$ cat src/rtl/pim_pkg.sv
// -----------------------------------------------------------------------------
// pim_pkg
// Shared definitions for the PIM frame sequencer slice: lane count, default
// sample/result widths and the sequencer state encoding.
// -----------------------------------------------------------------------------
package pim_pkg;

    localparam int PIM_LANES  = 4;
    localparam int PIM_DATA_W = 6;
    localparam int PIM_OUT_W  = 16;

    typedef enum logic [1:0] {
        FILL  = 2'd0,
        WRITE = 2'd1,
        READ  = 2'd2,
        OUT   = 2'd3
    } pim_seq_state_t;

endpackage

$ cat src/rtl/pim_window_buf.sv
// -----------------------------------------------------------------------------
// pim_window_buf
// Four-lane sample register file. Samples are written one at a time into the
// lane selected by an internal fill index; the whole window plus index can also
// be bulk-loaded in one cycle.
//
// Ports:
//   clk, rst          clock, synchronous active-high reset
//   i_wr, i_data      write i_data into lane o_idx and advance the index
//   i_clr_idx         return the index to 0 (lane contents kept)
//   i_load            bulk load i_load_lanes / i_load_idx (wins over i_wr)
//   o_lanes           lane 0 in the least significant DATA_W bits
//   o_idx, o_full     next lane to fill, all four lanes written
// -----------------------------------------------------------------------------
module pim_window_buf
    import pim_pkg::*;
#(
    parameter int DATA_W = PIM_DATA_W
) (
    input  logic                        clk,
    input  logic                        rst,
    input  logic                        i_wr,
    input  logic [DATA_W-1:0]           i_data,
    input  logic                        i_clr_idx,
    input  logic                        i_load,
    input  logic [PIM_LANES*DATA_W-1:0] i_load_lanes,
    input  logic [1:0]                  i_load_idx,
    output logic [PIM_LANES*DATA_W-1:0] o_lanes,
    output logic [1:0]                  o_idx,
    output logic                        o_full
);

    logic [PIM_LANES*DATA_W-1:0] r_lanes;
    // Fill count: 0..3 is the next lane, 4 means the window is full.
    logic [2:0]                  r_cnt;
    logic                        w_wr;

    // A full window ignores further writes so lane 0 is never clobbered.
    assign w_wr = i_wr && !r_cnt[2];

    // Lane storage: bulk load has priority over a single-sample write.
    always_ff @(posedge clk) begin
        if (rst) begin
            r_lanes <= {(PIM_LANES*DATA_W){1'b0}};
        end else if (i_load) begin
            r_lanes <= i_load_lanes;
        end else begin
            for (int i = 0; i < PIM_LANES; i++) begin
                if (w_wr && (r_cnt[1:0] == i[1:0])) begin
                    r_lanes[i*DATA_W +: DATA_W] <= i_data;
                end else begin
                    r_lanes[i*DATA_W +: DATA_W] <= r_lanes[i*DATA_W +: DATA_W];
                end
            end
        end
    end

    // Fill index: load, then clear, then advance on a write.
    always_ff @(posedge clk) begin
        if (rst) begin
            r_cnt <= 3'd0;
        end else if (i_load) begin
            r_cnt <= {1'b0, i_load_idx};
        end else if (i_clr_idx) begin
            r_cnt <= 3'd0;
        end else if (w_wr) begin
            r_cnt <= r_cnt + 3'd1;
        end else begin
            r_cnt <= r_cnt;
        end
    end

    assign o_lanes = r_lanes;
    assign o_idx   = r_cnt[1:0];
    assign o_full  = r_cnt[2];

endmodule

$ cat src/rtl/pim_frame_sequencer.sv
// -----------------------------------------------------------------------------
// pim_frame_sequencer
// Packs signed samples into 4-lane windows, strobes the PIM array (one write
// cycle, RD_LAT read cycles), captures the array result and returns it on a
// valid/ready stream.
//
// Ports:
//   clk, rst                   clock, synchronous active-high reset
//   s_valid/s_ready/s_data     sample input stream
//   pim_data_in0..3            active window lanes to the array (registered)
//   pim_write, pim_read        array strobes (registered, never both high)
//   pim_data_out               array result
//   m_valid/m_ready/m_data     result output stream
//   frames_done                results accepted downstream, wraps at 16 bits
//
// Build option:
//   PIM_PREFETCH_EN  adds a shadow window that keeps accepting samples while
//                    the active window is in WRITE/READ/OUT.
// -----------------------------------------------------------------------------
module pim_frame_sequencer
    import pim_pkg::*;
#(
    parameter int DATA_W = PIM_DATA_W,
    parameter int OUT_W  = PIM_OUT_W,
    parameter int RD_LAT = 1
) (
    input  logic              clk,
    input  logic              rst,
    input  logic              s_valid,
    output logic              s_ready,
    input  logic [DATA_W-1:0] s_data,
    output logic [DATA_W-1:0] pim_data_in0,
    output logic [DATA_W-1:0] pim_data_in1,
    output logic [DATA_W-1:0] pim_data_in2,
    output logic [DATA_W-1:0] pim_data_in3,
    output logic              pim_write,
    output logic              pim_read,
    input  logic [OUT_W-1:0]  pim_data_out,
    output logic              m_valid,
    input  logic              m_ready,
    output logic [OUT_W-1:0]  m_data,
    output logic [15:0]       frames_done
);

    localparam int         WIN_W   = PIM_LANES * DATA_W;
    localparam logic [2:0] RD_INIT = 3'(RD_LAT - 1);

    pim_seq_state_t     r_state;
    pim_seq_state_t     w_state_nxt;
    pim_seq_state_t     w_out_nxt;
    logic [2:0]         r_rd_cnt;
    logic               r_s_ready;
    logic               r_pim_write;
    logic               r_pim_read;
    logic               r_m_valid;
    logic [OUT_W-1:0]   r_m_data;
    logic [15:0]        r_frames_done;

    logic               w_s_acc;
    logic               w_fill_acc;
    logic               w_last_lane;
    logic               w_m_hs;
    logic               w_s_ready_nxt;
    logic               w_busy_ready_nxt;

    logic [WIN_W-1:0]   w_act_lanes;
    logic [1:0]         w_act_idx;
    logic               w_act_full;
    logic               w_act_load;
    logic [WIN_W-1:0]   w_act_load_lanes;
    logic [1:0]         w_act_load_idx;

    assign w_s_acc     = s_valid && r_s_ready;
    assign w_fill_acc  = w_s_acc && (r_state == FILL) && !w_act_full;
    assign w_last_lane = w_fill_acc && (w_act_idx == 2'd3);
    assign w_m_hs      = r_m_valid && m_ready;

    // Active window; its index wraps to 0 on the lane-3 accept.
    pim_window_buf #(.DATA_W(DATA_W)) u_act_buf (
        .clk          (clk),
        .rst          (rst),
        .i_wr         (w_fill_acc),
        .i_data       (s_data),
        .i_clr_idx    (w_last_lane),
        .i_load       (w_act_load),
        .i_load_lanes (w_act_load_lanes),
        .i_load_idx   (w_act_load_idx),
        .o_lanes      (w_act_lanes),
        .o_idx        (w_act_idx),
        .o_full       (w_act_full)
    );

`ifdef PIM_PREFETCH_EN
    logic               w_shd_acc;
    logic [WIN_W-1:0]   w_shd_lanes;
    logic [1:0]         w_shd_idx;
    logic               w_shd_full;
    logic [WIN_W-1:0]   w_merge_lanes;
    logic [2:0]         w_merge_cnt;
    logic [2:0]         w_shd_cnt_nxt;

    assign w_shd_acc = w_s_acc && (r_state != FILL);

    pim_window_buf #(.DATA_W(DATA_W)) u_shd_buf (
        .clk          (clk),
        .rst          (rst),
        .i_wr         (w_shd_acc),
        .i_data       (s_data),
        .i_clr_idx    (w_m_hs),
        .i_load       (1'b0),
        .i_load_lanes ({WIN_W{1'b0}}),
        .i_load_idx   (2'd0),
        .o_lanes      (w_shd_lanes),
        .o_idx        (w_shd_idx),
        .o_full       (w_shd_full)
    );

    // Shadow window as it will be after this edge, so a sample accepted on
    // the same cycle as the output handshake is not lost in the hand-over.
    always_comb begin
        w_merge_lanes = w_shd_lanes;
        for (int i = 0; i < PIM_LANES; i++) begin
            w_merge_lanes[i*DATA_W +: DATA_W] =
                (w_shd_acc && (w_shd_idx == i[1:0])) ? s_data
                                                     : w_shd_lanes[i*DATA_W +: DATA_W];
        end
    end

    assign w_merge_cnt      = {w_shd_full, w_shd_idx} + {2'b00, w_shd_acc};
    assign w_act_load       = w_m_hs;
    assign w_act_load_lanes = w_merge_lanes;
    assign w_act_load_idx   = w_merge_cnt[2] ? 2'd0 : w_merge_cnt[1:0];
    assign w_out_nxt        = w_merge_cnt[2] ? WRITE : FILL;
    assign w_shd_cnt_nxt    = w_m_hs ? 3'd0 : w_merge_cnt;
    assign w_busy_ready_nxt = !w_shd_cnt_nxt[2];
`else
    assign w_act_load       = 1'b0;
    assign w_act_load_lanes = {WIN_W{1'b0}};
    assign w_act_load_idx   = 2'd0;
    assign w_out_nxt        = FILL;
    assign w_busy_ready_nxt = 1'b0;
`endif

    // Next-state logic.
    always_comb begin
        w_state_nxt = r_state;
        case (r_state)
            FILL: begin
                if (w_last_lane) begin
                    w_state_nxt = WRITE;
                end else begin
                    w_state_nxt = FILL;
                end
            end
            WRITE: begin
                w_state_nxt = READ;
            end
            READ: begin
                if (r_rd_cnt == 3'd0) begin
                    w_state_nxt = OUT;
                end else begin
                    w_state_nxt = READ;
                end
            end
            OUT: begin
                if (w_m_hs) begin
                    w_state_nxt = w_out_nxt;
                end else begin
                    w_state_nxt = OUT;
                end
            end
            default: begin
                w_state_nxt = FILL;
            end
        endcase
    end

    // Input readiness for the coming cycle, derived from the next state.
    always_comb begin
        w_s_ready_nxt = 1'b0;
        if (w_state_nxt == FILL) begin
            w_s_ready_nxt = 1'b1;
        end else begin
            w_s_ready_nxt = w_busy_ready_nxt;
        end
    end

    // State register and strobes; strobes are decoded from the next state so
    // they line up exactly with the state they belong to.
    always_ff @(posedge clk) begin
        if (rst) begin
            r_state     <= FILL;
            r_s_ready   <= 1'b0;
            r_pim_write <= 1'b0;
            r_pim_read  <= 1'b0;
            r_m_valid   <= 1'b0;
        end else begin
            r_state     <= w_state_nxt;
            r_s_ready   <= w_s_ready_nxt;
            r_pim_write <= (w_state_nxt == WRITE);
            r_pim_read  <= (w_state_nxt == READ);
            r_m_valid   <= (w_state_nxt == OUT);
        end
    end

    // Read-cycle down-counter; zero marks the last read cycle.
    always_ff @(posedge clk) begin
        if (rst) begin
            r_rd_cnt <= 3'd0;
        end else if (r_state == WRITE) begin
            r_rd_cnt <= RD_INIT;
        end else if ((r_state == READ) && (r_rd_cnt != 3'd0)) begin
            r_rd_cnt <= r_rd_cnt - 3'd1;
        end else begin
            r_rd_cnt <= r_rd_cnt;
        end
    end

    // Result capture at the edge ending the last read cycle.
    always_ff @(posedge clk) begin
        if (rst) begin
            r_m_data <= {OUT_W{1'b0}};
        end else if ((r_state == READ) && (r_rd_cnt == 3'd0)) begin
            r_m_data <= pim_data_out;
        end else begin
            r_m_data <= r_m_data;
        end
    end

    // Accepted-result counter.
    always_ff @(posedge clk) begin
        if (rst) begin
            r_frames_done <= 16'd0;
        end else if (w_m_hs) begin
            r_frames_done <= r_frames_done + 16'd1;
        end else begin
            r_frames_done <= r_frames_done;
        end
    end

    assign s_ready      = r_s_ready;
    assign pim_write    = r_pim_write;
    assign pim_read     = r_pim_read;
    assign m_valid      = r_m_valid;
    assign m_data       = r_m_data;
    assign frames_done  = r_frames_done;
    assign pim_data_in0 = w_act_lanes[DATA_W-1:0];
    assign pim_data_in1 = w_act_lanes[2*DATA_W-1:DATA_W];
    assign pim_data_in2 = w_act_lanes[3*DATA_W-1:2*DATA_W];
    assign pim_data_in3 = w_act_lanes[4*DATA_W-1:3*DATA_W];

endmodule
$ cat config.mk
export PLATFORM = sky130hd
export DESIGN_NAME = pim_frame_sequencer
export DESIGN_NICKNAME = d
export VERILOG_FILES = /design/src/rtl/pim_pkg.sv /design/src/rtl/pim_window_buf.sv /design/src/rtl/pim_frame_sequencer.sv
export SDC_FILE = /design/constraint.sdc
export NUM_CORES = 1
export LEC_CHECK = 0
export BUFFER_PORTS_ARGS = -buffer_cell sky130_fd_sc_hd__clkbuf_2
export CAP_MARGIN = 20
export CORE_MARGIN = 4
export CORE_UTILIZATION = 50
export DETAILED_ROUTE_END_ITERATION = 12
export PLACE_DENSITY_LB_ADDON = 0.15
export SKIP_CTS_REPAIR_TIMING = 1
export SYNTH_ARGS = -nofsm -noshare
export SYNTH_HDL_FRONTEND = slang
export SYNTH_SLANG_ARGS = --single-unit
$ cat constraint.sdc
create_clock -name clk -period 2.5 [get_ports clk]
set_input_delay 0.25 -clock clk [delete_from_list [all_inputs] [get_ports clk]]
set_output_delay 0.25 -clock clk [all_outputs]
set_load 0.1 [all_outputs]
=== Word level (Yosys, flattened, before mapping) ===
Cells that the tools add are included.

* Bits in registers: 68
* Bits in latches: 0
* RAM bits: 0
* ROM bits: 0
* Bits of input ports: 26
* Output and inout port bits: 60
* Word-level logic and storage cells: 50
* Memories: 0

* Add/sub/neg operators: 3
* $mul: 0
* Divide/modulo/power cells: 0
* Order comparisons: 0
* Equality and inequality tests: 9
* Shift-type cells: 0
* Mux-type cells: 5
* Bitwise logic cells: 0
* Reductions and logical operators: 20

{| class="wikitable"
|+ Operators with widths
! kind !! count
|-
| adder 16 x 1 -> 16 bit, second input constant || 1
|-
| == test 2 bit, second input constant || 6
|-
| logical AND 1 bit || 12
|-
| one-hot mux 2 bit (4 select lines) || 1
|-
| == test 2 x 1 -> 1 bit, second input constant || 3
|-
| zero test 2 bit || 3
|-
| OR reduction 2 bit || 2
|-
| adder 3 x 1 -> 3 bit, second input constant || 1
|-
| zero test 3 bit || 1
|-
| two-way mux 1 bit || 3
|-
| nonzero test 3 bit || 1
|-
| subtractor 3 x 1 -> 3 bit, second input constant || 1
|-
| two-way mux 2 bit || 1
|-
| zero test 1 bit || 1
|}

=== Logic depth before layout (Yosys ltp) ===
Gate-level depths: netlist of run 1.

* Depth after elaboration: 8
* Depth in mapped cells: 8
* Mapped depth without buffers: 6

=== Modules after synthesis ===
A second synthesis of run 1 with hierarchy kept.

* Cell total of the unflattened synthesis: 341
* Area, all modules: 3250.6 µm²

{| class="wikitable"
|+ Modules (own cells, without submodules)
! module !! instances !! cells each !! area an instance (µm²) !! sequential area each (µm²)
|-
| pim_frame_sequencer || 1 || 201 || 1735.4 || 820.8
|-
| pim_window_buf || 1 || 140 || 1515.2 || 540.5
|}

=== Worst setup path after synthesis of run 1 ===
No wires, ideal clock.

* Path kind: register to register
* Start: register r_frames_done[2] (netlist: frames_done[2])
* End: register r_frames_done[15] (netlist: frames_done[15])
* Library setup time: 70 ps
* Arrival time: 2536 ps
* Required time: 2430 ps
* Slack: -106 ps
* Stages on the path, launching flop included: 5
* Buffers on the path: 0
* Period minus slack after synthesis: 2606 ps
* Path through: dfxtp_1 > nand2_1 > or4_4 > or4_1 > a21oi_1

* Longest elaborated chain between the ends: 1

{| class="wikitable"
|+ Ends and longest elaborated chain
! element !! line !! RTL
|-
| start: declaration || pim_frame_sequencer.sv:57 || <nowiki>logic [15:0] r_frames_done;</nowiki>
|-
| start signal: assignment || pim_frame_sequencer.sv:235 || <nowiki>r_frames_done <= r_frames_done + 16'd1;</nowiki>
|-
| start signal: assignment || pim_frame_sequencer.sv:237 || <nowiki>r_frames_done <= r_frames_done;</nowiki>
|-
| adder 16 x 1 -> 16 bit || pim_frame_sequencer.sv:235 ||
|}

No other way between the ends.
A chain may end at the register's enable or synchronous reset.

=== Final worst setup path of run 1 ===
* Start: register r_frames_done[5] (netlist: frames_done[5])
* End: register r_frames_done[15] (netlist: frames_done[15])

The elaborated chain is that of the path after synthesis.

==> results of run 1 <==
-- flip-flops by register name, indices dropped and copies added, names as in the netlist --
register,cells
u_act_buf.o_lanes,24
frames_done,16
m_data,16
r_rd_cnt,3
u_act_buf.r_cnt,3
r_state,2
m_valid,1
pim_read,1
pim_write,1
s_ready,1
-- cell type report --
class                      instances  area [um2]
fill                             483        1780
sequential                        68        1370
multi-input combinational        234        1250
timing repair buffer              90         475
clock buffer                       9         124
clock inverter                     7        91.3
tap                               70        87.6
inverter                           9        33.8
-- worst reg2reg max path: cells and delay by family, from the launching register on --
family | cells | cell delay (ns)
flip-flops | 1 | 0.38
AND/OR/NAND/NOR | 3 | 1.28
AO/OA/AOI/OAI | 1 | 0.15
-- layer usage --
| layer | share of wire | global-route usage | vias to the layer above |
|---|---|---|---|
| met5 | 0 | 0 | - |
| li1 | - | - | 1296 |
| met3 | 0.047 | 0.0428 | 9 |
| met4 | 0.013 | 0.0814 | 0 |
| met1 | 0.48 | 0.257 | 1136 |
| met2 | 0.46 | 0.305 | 52 |
-- report_power, final --
group          internal (mW)  switching (mW)
combinational         0.0387           0.126
sequential              1.09         0.00623
clock                  0.558           0.407
-- stage by stage --
step                      cell area, um2  hold WS (ns)  power (mW)  setup slack, ns
after global routing                3430         0.121        2.31            0.566
final                               3430         0.135        2.23            0.623
after detailed placement            3210         0.447        1.29            0.654
after CTS                           3430         0.120        2.25            0.638
after global placement              3210         0.442        1.29            0.689
after floorplan                     2730         0.386        1.24           0.0670
-- cell usage in the layout, fill, tap and decap left out, types with 4 or more instances in the layout --
cell / n
nor3_1: 7
nor2b_1: 4
nand3_1: 34
nand4_1: 4
dfxtp_2: 6
a21oi_1: 54
xor2_1: 4
ha_1: 7
xnor2_1: 5
dfxtp_1: 62
nand2_1: 65
nor2_1: 18
clkbuf_8: 9
inv_1: 9
nor4_1: 4
clkbuf_2: 85
buf_4: 4
-- logic make-up (layout without fill, tap and decap cells) --
kind of cell             count (synthesis)  count (layout)
buffers and inverters                   26             115
multiplexers                             2               2
XOR/XNOR                                 9               9
flip-flops                              68              68
adder cells (fa/ha/maj)                  7               7
AO/OA/AOI/OAI                           68              68
AND/OR/NAND/NOR                        148             148
-- worst paths after layout --
check        slack, ns         endpoint  cells past startpoint              from
max               0.62  frames_done[15]                      4    frames_done[5]
min               0.14       m_data[11]                      3  pim_data_out[11]
max reg2reg       0.62  frames_done[15]                      4    frames_done[5]
min reg2reg       0.45       m_data[11]                      2        m_data[11]
==> impl_metrics.yaml, run 1 <==
outcome:
  outcome: "finished clean"
layout:
  syn_to_final_growth_pct: 25.7
  stdcell_count: 487
  drive_above_1_share: 0.285
  finalNetCount: 445
  fin_util: 0.659
  diodes: 0
logic_synthesis:
  synth_mux_area_frac: 0.00826
  synth_compound_area_frac: 0.135
  ys_seq_elements: 68
  synth.net_count: 361
  synth_area_leaders: "dfxtp_1 50%, a21oi_1 9.9%, nand2_1 8.9%"
  yosysWarnings: 0
  synth-seq-area-share: 0.499
  syn_inst: 328
  yosysMostFrequentCell: "dfxtp_1"
  yosysTopAreaCellShare: 0.499
  synthAdderAreaFrac: 0.0321
  synth_top_family_by_area: "simple AND/OR/NAND/NOR gates"
  synth_edf_count: 0
  synth_common_cells: "68 x dfxtp_1, 65 x nand2_1, 54 x a21oi_1"
  syn_area_um2: 2730
  syn_avg_cell_area_um2: 8.31
  synth-xor-area-share: 0.0289
  yosys.area.top_type: "dfxtp_1"
  async_reset_ff_frac: 0
  synth-simple-area-share: 0.253
  synth_cell_types: 37
  synth_flop_cell: "dfxtp_1"
timing:
  finalCritPeriodShare: 0.751
  rsz0062_at_grt: "false"
  hold_violations: 0
  tns_ns: 0
  worst_pin_slew_ns: 0.666
  fin_crit_ns: 1.88
  skew_ns: 0.00711
  drv_slew: 0
  setup_viol: 0
  fmax_mhz: 533
  relSlewSlack: 0.556
floorplan:
  rows: 26
  start_util: 0.524
  fp.dieW_um: 81.8
  die_y_um: 81.8
  ios: 86
  core_area_um2: 5200
  dieArea_um2: 6700
clock_tree:
  tritoncts: "built"
  clk_latency_ns: 0.33
  htreeDepth: 3
  cts_buffers: 9
  clkSlewWorstSetupHoldPaths_ns: 0.07
  root_buffer: "clkbuf_8"
  cts_buffer_depth: 2
  cts.sinks: 68
critical_path:
  critPathLaunchType: "flop"
  end_kind: "flop"
  path_cells: "nand4_2, or4_4, or4_1, a21oi_1"
  worstPathArrival_ns: 2.13
  slowest_stage: "or4_4"
  cpPeakStageDelay_ns: 0.60
  cp_top_family: "simple AND/OR/NAND/NOR gates"
  required_ns: 2.75
  crit_path_max_fanout: 6
  crit_buf_inv: 0
  path_class: "reg2reg"
grt:
  grt_pass1_wl_um: 10200
  grt_overflow: 0
  grt_max_degree: 40
  antenna_found_initial: 0
  first_global_vias: 2265
  grt_usage: 0.194
run:
  cap_violations: 0
detailed_routing:
  drt_wl_total_um: 6220
  drc: 0
  drt_iter0_markers: 135
  routed_via_density: 5.12
  first_pass_iters: 4
  wl_per_cell_um: 12.8
  vias: 2493
  ant_nets: 0
worst_hold_path:
  timing.hold.worst.class: "in2reg"
power:
  p_per_area_nw_per_um2: 650
  p_leak_nw: 1.38
  ir_drop_v: 0.000424
placement:
  place_inst: 471
  portBuffers: 85
  place_congestion: 0.762
  dp_hpwl_um: 4430
No activity file was read; power rests on OpenSTA's default activity.
==> run 2: changes to the inputs <==
--- a/config.mk
+++ b/config.mk
@@ -5,6 +5,7 @@
 export SDC_FILE = /design/constraint.sdc
 export NUM_CORES = 1
 export LEC_CHECK = 0
+export ABC_AREA = 1
 export BUFFER_PORTS_ARGS = -buffer_cell sky130_fd_sc_hd__clkbuf_2
 export CAP_MARGIN = 20
 export CORE_MARGIN = 4
==> constraint.sdc (replaced) <==
create_clock -name clk -period 1.8 [get_ports clk]
set_input_delay 0.18 -clock clk [delete_from_list [all_inputs] [get_ports clk]]
set_output_delay 0.18 -clock clk [all_outputs]
set_load 0.1 [all_outputs]
==> run 2 against run 1 <==
Sequential cell count stayed put; critical path depth up 4; clock skew barely moved; count of clock-buffer cells in the layout is the same; final cell count grew 9.0%; global-route usage shrank 0.27 points; die area increased by 1.0%; clock power grew 39%; design area rose by 0.66%; sequential share of layout area decreased by 0.12 points; non-clock buffer count decreased by 3.
==> impl_metrics.yaml, run 2 <==
floorplan:
  rows: 26
  dieArea_um2: 6770
  start_util: 0.526
  die_y_um: 82.3
  fp.dieW_um: 82.3
  core_area_um2: 5240
  ios: 86
critical_path:
  cpPeakStageDelay_ns: 0.31
  slowest_stage: "dfxtp_1"
  critPathLaunchType: "flop"
  required_ns: 2.02
  end_kind: "flop"
  worstPathArrival_ns: 1.78
  path_class: "reg2reg"
  crit_buf_inv: 3
  path_cells: "inv_1, ha_1, inv_1, nor2_1, nand2_4, inv_6, nor2_1, and3_1"
  crit_path_max_fanout: 18
  cp_top_family: "simple AND/OR/NAND/NOR gates"
run:
  cap_violations: 0
logic_synthesis:
  yosysMostFrequentCell: "nor2_1"
  synth-seq-area-share: 0.494
  synth_cell_types: 27
  synth_common_cells: "113 x nor2_1, 68 x dfxtp_1, 43 x nand2_1"
  ys_seq_elements: 68
  synth_edf_count: 0
  syn_area_um2: 2760
  yosys.area.top_type: "dfxtp_1"
  async_reset_ff_frac: 0
  synth_flop_cell: "dfxtp_1"
  synth_area_leaders: "dfxtp_1 49%, nor2_1 15%, o21ai_0 6.4%"
  syn_avg_cell_area_um2: 7.51
  syn_inst: 367
  synth.net_count: 400
  yosysWarnings: 0
  yosysTopAreaCellShare: 0.494
grt:
  grt_pass1_wl_um: 9980
  grt_overflow: 0
  first_global_vias: 2265
  grt_usage: 0.192
  grt_max_degree: 29
  antenna_found_initial: 0
power:
  p_per_area_nw_per_um2: 926
  p_leak_nw: 1.61
  power_mw: 3.20
  ir_drop_v: 0.000663
clock_tree:
  clkSlewWorstSetupHoldPaths_ns: 0.08
  cts_buffer_depth: 2
  cts.sinks: 68
  htreeDepth: 3
  clk_latency_ns: 0.33
  root_buffer: "clkbuf_8"
  tritoncts: "built"
  cts_buffers: 9
detailed_routing:
  routed_via_density: 4.73
  drc: 0
  routed-wl-met2_um: 2710
  ant_nets: 0
  first_pass_iters: 4
  wl_met3_um: 347
  wl_met1_um: 3040
  drt_wl_total_um: 6170
  wl_per_cell_um: 11.6
  vias: 2514
  routed.top_layer: "met4"
  drt_iter0_markers: 106
layout:
  largest_reg_flops: 24
  syn_to_final_growth_pct: 25.2
  diodes: 0
  finalNetCount: 489
  fillCellCount: 477
  layout_commonest_cell: "nor2_1"
  multiInputGateArea_um2: 1180
  regArea_um2: 1370
  final_cell_mix: "113 x nor2_1, 85 x clkbuf_2, 58 x dfxtp_1"
  drive_above_1_share: 0.291
timing:
  rsz0062_at_grt: "false"
  worst_pin_slew_ns: 0.572
  skew_ns: 0.00746
  finalCritPeriodShare: 0.864
  relSlewSlack: 0.620
  drv_slew: 0
  fmax_mhz: 643
  fin_crit_ns: 1.55
  setup_viol: 0
  hold_violations: 0
  tns_ns: 0
worst_hold_path:
  timing.hold.worst.class: "in2reg"
placement:
  dp_hpwl_um: 4600
  portBuffers: 85
  place_congestion: 0.844
outcome:
  outcome: "finished clean"
==> run 2: changes by cell type after synthesis, sizes merged, moves of 4 or more <==
cell    before  now
inv          9   39
or3          4    0
nand2       65   49
a21oi       54   10
clkbuf      13    5
nor2        18  118
xnor2        5    0
nand3       34    8
nor2b        4    0
nor3         7    0
nor4         4    0
o21ai        3   48
==> run 2: kinds of logic after synthesis <==
| group | after synthesis | synth area share |
|---|---|---|
| AO/OA/AOI/OAI | 61 | 0.113 |
| AND/OR/NAND/NOR | 181 | 0.276 |
| flip-flops | 68 | 0.494 |
| XOR/XNOR | 2 | 0.00636 |
| adder cells (fa/ha/maj) | 7 | 0.0318 |
| buffers and inverters | 48 | 0.0781 |
==> run 2: final cells by class <==
class                           instances  area share
Timing Repair Buffer                   87       0.128
Clock buffer                            9      0.0359
Tap cell                               70      0.0254
Multi-Input combinational cell        251       0.342
Inverter                               39      0.0446
Clock inverter                          7      0.0265
Sequential cell                        68       0.398
==> run 2: worst register-to-register path: stages (launching register included) <==
cell     delay (ns)
dfxtp_1        0.31
inv_1          0.09
ha_1           0.16
inv_1          0.04
nor2_1         0.22
nand2_4        0.19
inv_6          0.18
nor2_1         0.08
and3_1         0.18
==> run 2: through the flow <==
stage / util / hold WS, ns / setup WS, ns / instances / cell area, um2
floorplan: - / 0.325 / 0.00121 / 367 / 2770
global placement: 0.618 / 0.420 / 0.317 / 515 / 3240
detailed placement: 0.618 / 0.428 / 0.246 / 515 / 3240
CTS: 0.659 / 0.0713 / 0.236 / 531 / 3450
global route: 0.659 / 0.0779 / 0.0782 / 531 / 3450
finish: 0.659 / 0.0913 / 0.245 / 531 / 3450
==> run 2: per-layer routing <==
metal,global-route usage,up-vias
met2,0.308,67
met1,0.247,1104
met5,0,-
met4,0.0714,0
li1,-,1336
met3,0.0488,7
==> run 2: final timing paths <==
check / from / end / slack, ns / cells past startpoint
max: r_rd_cnt[0] / pim_read / 0.25 / 8
min: pim_data_out[14] / m_data[14] / 0.09 / 3
max reg2reg: r_rd_cnt[0] / pim_read / 0.25 / 8
min reg2reg: frames_done[8] / frames_done[8] / 0.46 / 2
==> run 2: report_power, final <==
| part | switching (mW) | internal (mW) | total, mW | leakage, nW |
|---|---|---|---|---|
| clock network | 0.569 | 0.774 | 1.34 | 0.109 |
| logic | 0.244 | 0.0689 | 0.313 | 0.947 |
| registers | 0.0143 | 1.53 | 1.54 | 0.555 |
==> run 3: changes to the inputs <==
--- a/config.mk
+++ b/config.mk
@@ -9,9 +9,10 @@
 export BUFFER_PORTS_ARGS = -buffer_cell sky130_fd_sc_hd__clkbuf_2
 export CAP_MARGIN = 20
 export CORE_MARGIN = 4
-export CORE_UTILIZATION = 50
+export CORE_UTILIZATION = 52
+export CTS_BUF_LIST = sky130_fd_sc_hd__clkbuf_8
 export DETAILED_ROUTE_END_ITERATION = 12
-export PLACE_DENSITY_LB_ADDON = 0.15
+export PLACE_DENSITY_LB_ADDON = 0.08
 export SKIP_CTS_REPAIR_TIMING = 1
 export SYNTH_ARGS = -nofsm -noshare
 export SYNTH_HDL_FRONTEND = slang
==> run 3 against run 2 <==
First-iteration DRC count down 24%; via count up 0.56%; combinational power about the same; total power down 2.5%; critical path type unchanged; highest routed layer unchanged.
==> impl_metrics.yaml, run 3 (synthesis results as in run 2) <==
layout:
  regArea_um2: 1370
  drive_above_1_share: 0.287
  fin_area_um2: 3440
  fillCellCount: 480
  largest_reg_flops: 24
  final_cell_mix: "113 x nor2_1, 85 x clkbuf_2, 58 x dfxtp_1"
  stdcell_count: 530
  multiInputGateArea_um2: 1180
  syn_to_final_growth_pct: 24.9
  finalNetCount: 488
  diodes: 0
  layout_commonest_cell: "nor2_1"
clock_tree:
  cts_buffers: 9
  htreeDepth: 3
  root_buffer: "clkbuf_8"
  clkSlewWorstSetupHoldPaths_ns: 0.07
  tritoncts: "built"
  cts.sinks: 68
  cts_buffer_depth: 2
  clk_latency_ns: 0.33
detailed_routing:
  drt_wl_total_um: 6040
  drc: 0
  routed_via_density: 4.77
  first_pass_iters: 4
  ant_nets: 0
  drt_iter0_markers: 81
  vias: 2528
  wl_per_cell_um: 11.4
timing:
  post-route-worst-setup-slack_ns: 0.228
  drv_slew: 0
  fmax_mhz: 636
  finalCritPeriodShare: 0.873
  hold_violations: 0
  skew_ns: 0.00782
  tns_ns: 0
  rsz0062_at_grt: "false"
  fin_crit_ns: 1.57
  setup_viol: 0
  worst_pin_slew_ns: 0.556
  relSlewSlack: 0.631
critical_path:
  timing.rr.end: "pim_read"
  crit_path_max_fanout: 18
  path_cells: "inv_1, ha_1, inv_1, nor2_1, nand2_4, inv_6, nor2_1, and3_1"
  worst-path-stages: 8
  cpPeakStageDelay_ns: 0.31
  reg2reg_depth: 8
  cp_top_family: "simple AND/OR/NAND/NOR gates"
  crit_end: "pim_read"
  path_class: "reg2reg"
  critPathLaunchType: "flop"
  crit_buf_inv: 3
  required_ns: 2.01
  worstSetupStartpoint: "r_rd_cnt[0]"
  slowest_stage: "dfxtp_1"
  end_kind: "flop"
  worstPathArrival_ns: 1.79
  r2r_slack_ns: 0.23
  r2r_start: "r_rd_cnt[0]"
floorplan:
  ios: 86
  die_y_um: 80.8
  core_area_um2: 5110
  start_util: 0.540
  dieArea_um2: 6530
  fp.dieW_um: 80.8
  rows: 26
placement:
  place_inst: 514
  placed_area_um2: 3240
  dp_hpwl_um: 4510
  place_congestion: 0.793
  portBuffers: 85
  dp_slack_ns: 0.254
power:
  p_per_area_nw_per_um2: 905
  power.internal_mw: 2.30
  p_switching_uw: 814
  power_frac_clock: 0.405
  p_leak_nw: 1.61
  swShare: 0.261
  ir_drop_v: 0.000473
  power_mw: 3.12
  p_comb_frac: 0.100
  seq_power_share: 0.495
grt:
  grt_pass1_wl_um: 10300
  first_global_vias: 2325
  grt_overflow: 0
  grt_usage: 0.202
  antenna_found_initial: 0
  grt_max_degree: 43
outcome:
  outcome: "finished clean"
worst_hold_path:
  timing.hold.worst.class: "in2reg"
  holdPathStages: 3
run:
  cap_violations: 0
==> run 3: changes by cell type in the layout (fill, tap and decap cells not counted), sizes merged <==
cell    change
buf         -1
bufinv      -1
clkbuf      +2
clkinv      -2
inv         +1
==> run 3: layout make-up <==
cell class,instances,share of cell area
flip-flops and latches,68,0.399
multi-input cells,251,0.343
repair buffers,86,0.129
inverters,39,0.0447
clock buffers,11,0.0440
well taps,70,0.0254
clock inverters,5,0.0149
==> run 3: tightest hold or removal path: stages <==
cell and delay (ns):
clkbuf_2 0.08, o21ai_1 0.06, nor2_1 0.07
==> run 3: worst min path at each step <==
stage	endpoint	slack, ns	from
2_1_floorplan	m_data[10]	0.33	pim_data_out[10]
6_report	m_data[5]	0.08	pim_data_out[5]
5_1_grt	m_data[6]	0.1	pim_data_out[6]
4_1_cts	m_data[10]	0.08	pim_data_out[10]
3_3_place_gp	m_data[13]	0.42	pim_data_out[13]
3_5_place_dp	m_data[10]	0.43	pim_data_out[10]
==> run 3: power groups by stage <==
stage | logic (mW) | registers, mW | clock network (mW)
finish | 0.312 | 1.54 | 1.26
floorplan | 0.0874 | 1.72 | 0
detailed placement | 0.312 | 1.58 | 0
global route | 0.336 | 1.54 | 1.36
CTS | 0.314 | 1.54 | 1.29
global placement | 0.311 | 1.58 | 0
==> run 3: per-stage QoR <==
stage	utilization	hold slack, ns
2_1_floorplan	-	0.325
3_3_place_gp	0.634	0.420
3_5_place_dp	0.634	0.427
4_1_cts	0.674	0.0774
5_1_grt	0.674	0.0995
6_report	0.674	0.0848
==> run 3: layer usage <==
| layer | wire length, um | up-vias | global-route usage |
|---|---|---|---|
| li1 | - | 1331 | - |
| met1 | 2840 | 1138 | 0.264 |
| met2 | 2810 | 55 | 0.320 |
| met3 | 335 | 4 | 0.0532 |
| met4 | 51 | 0 | 0.0760 |
| met5 | 0 | - | 0 |
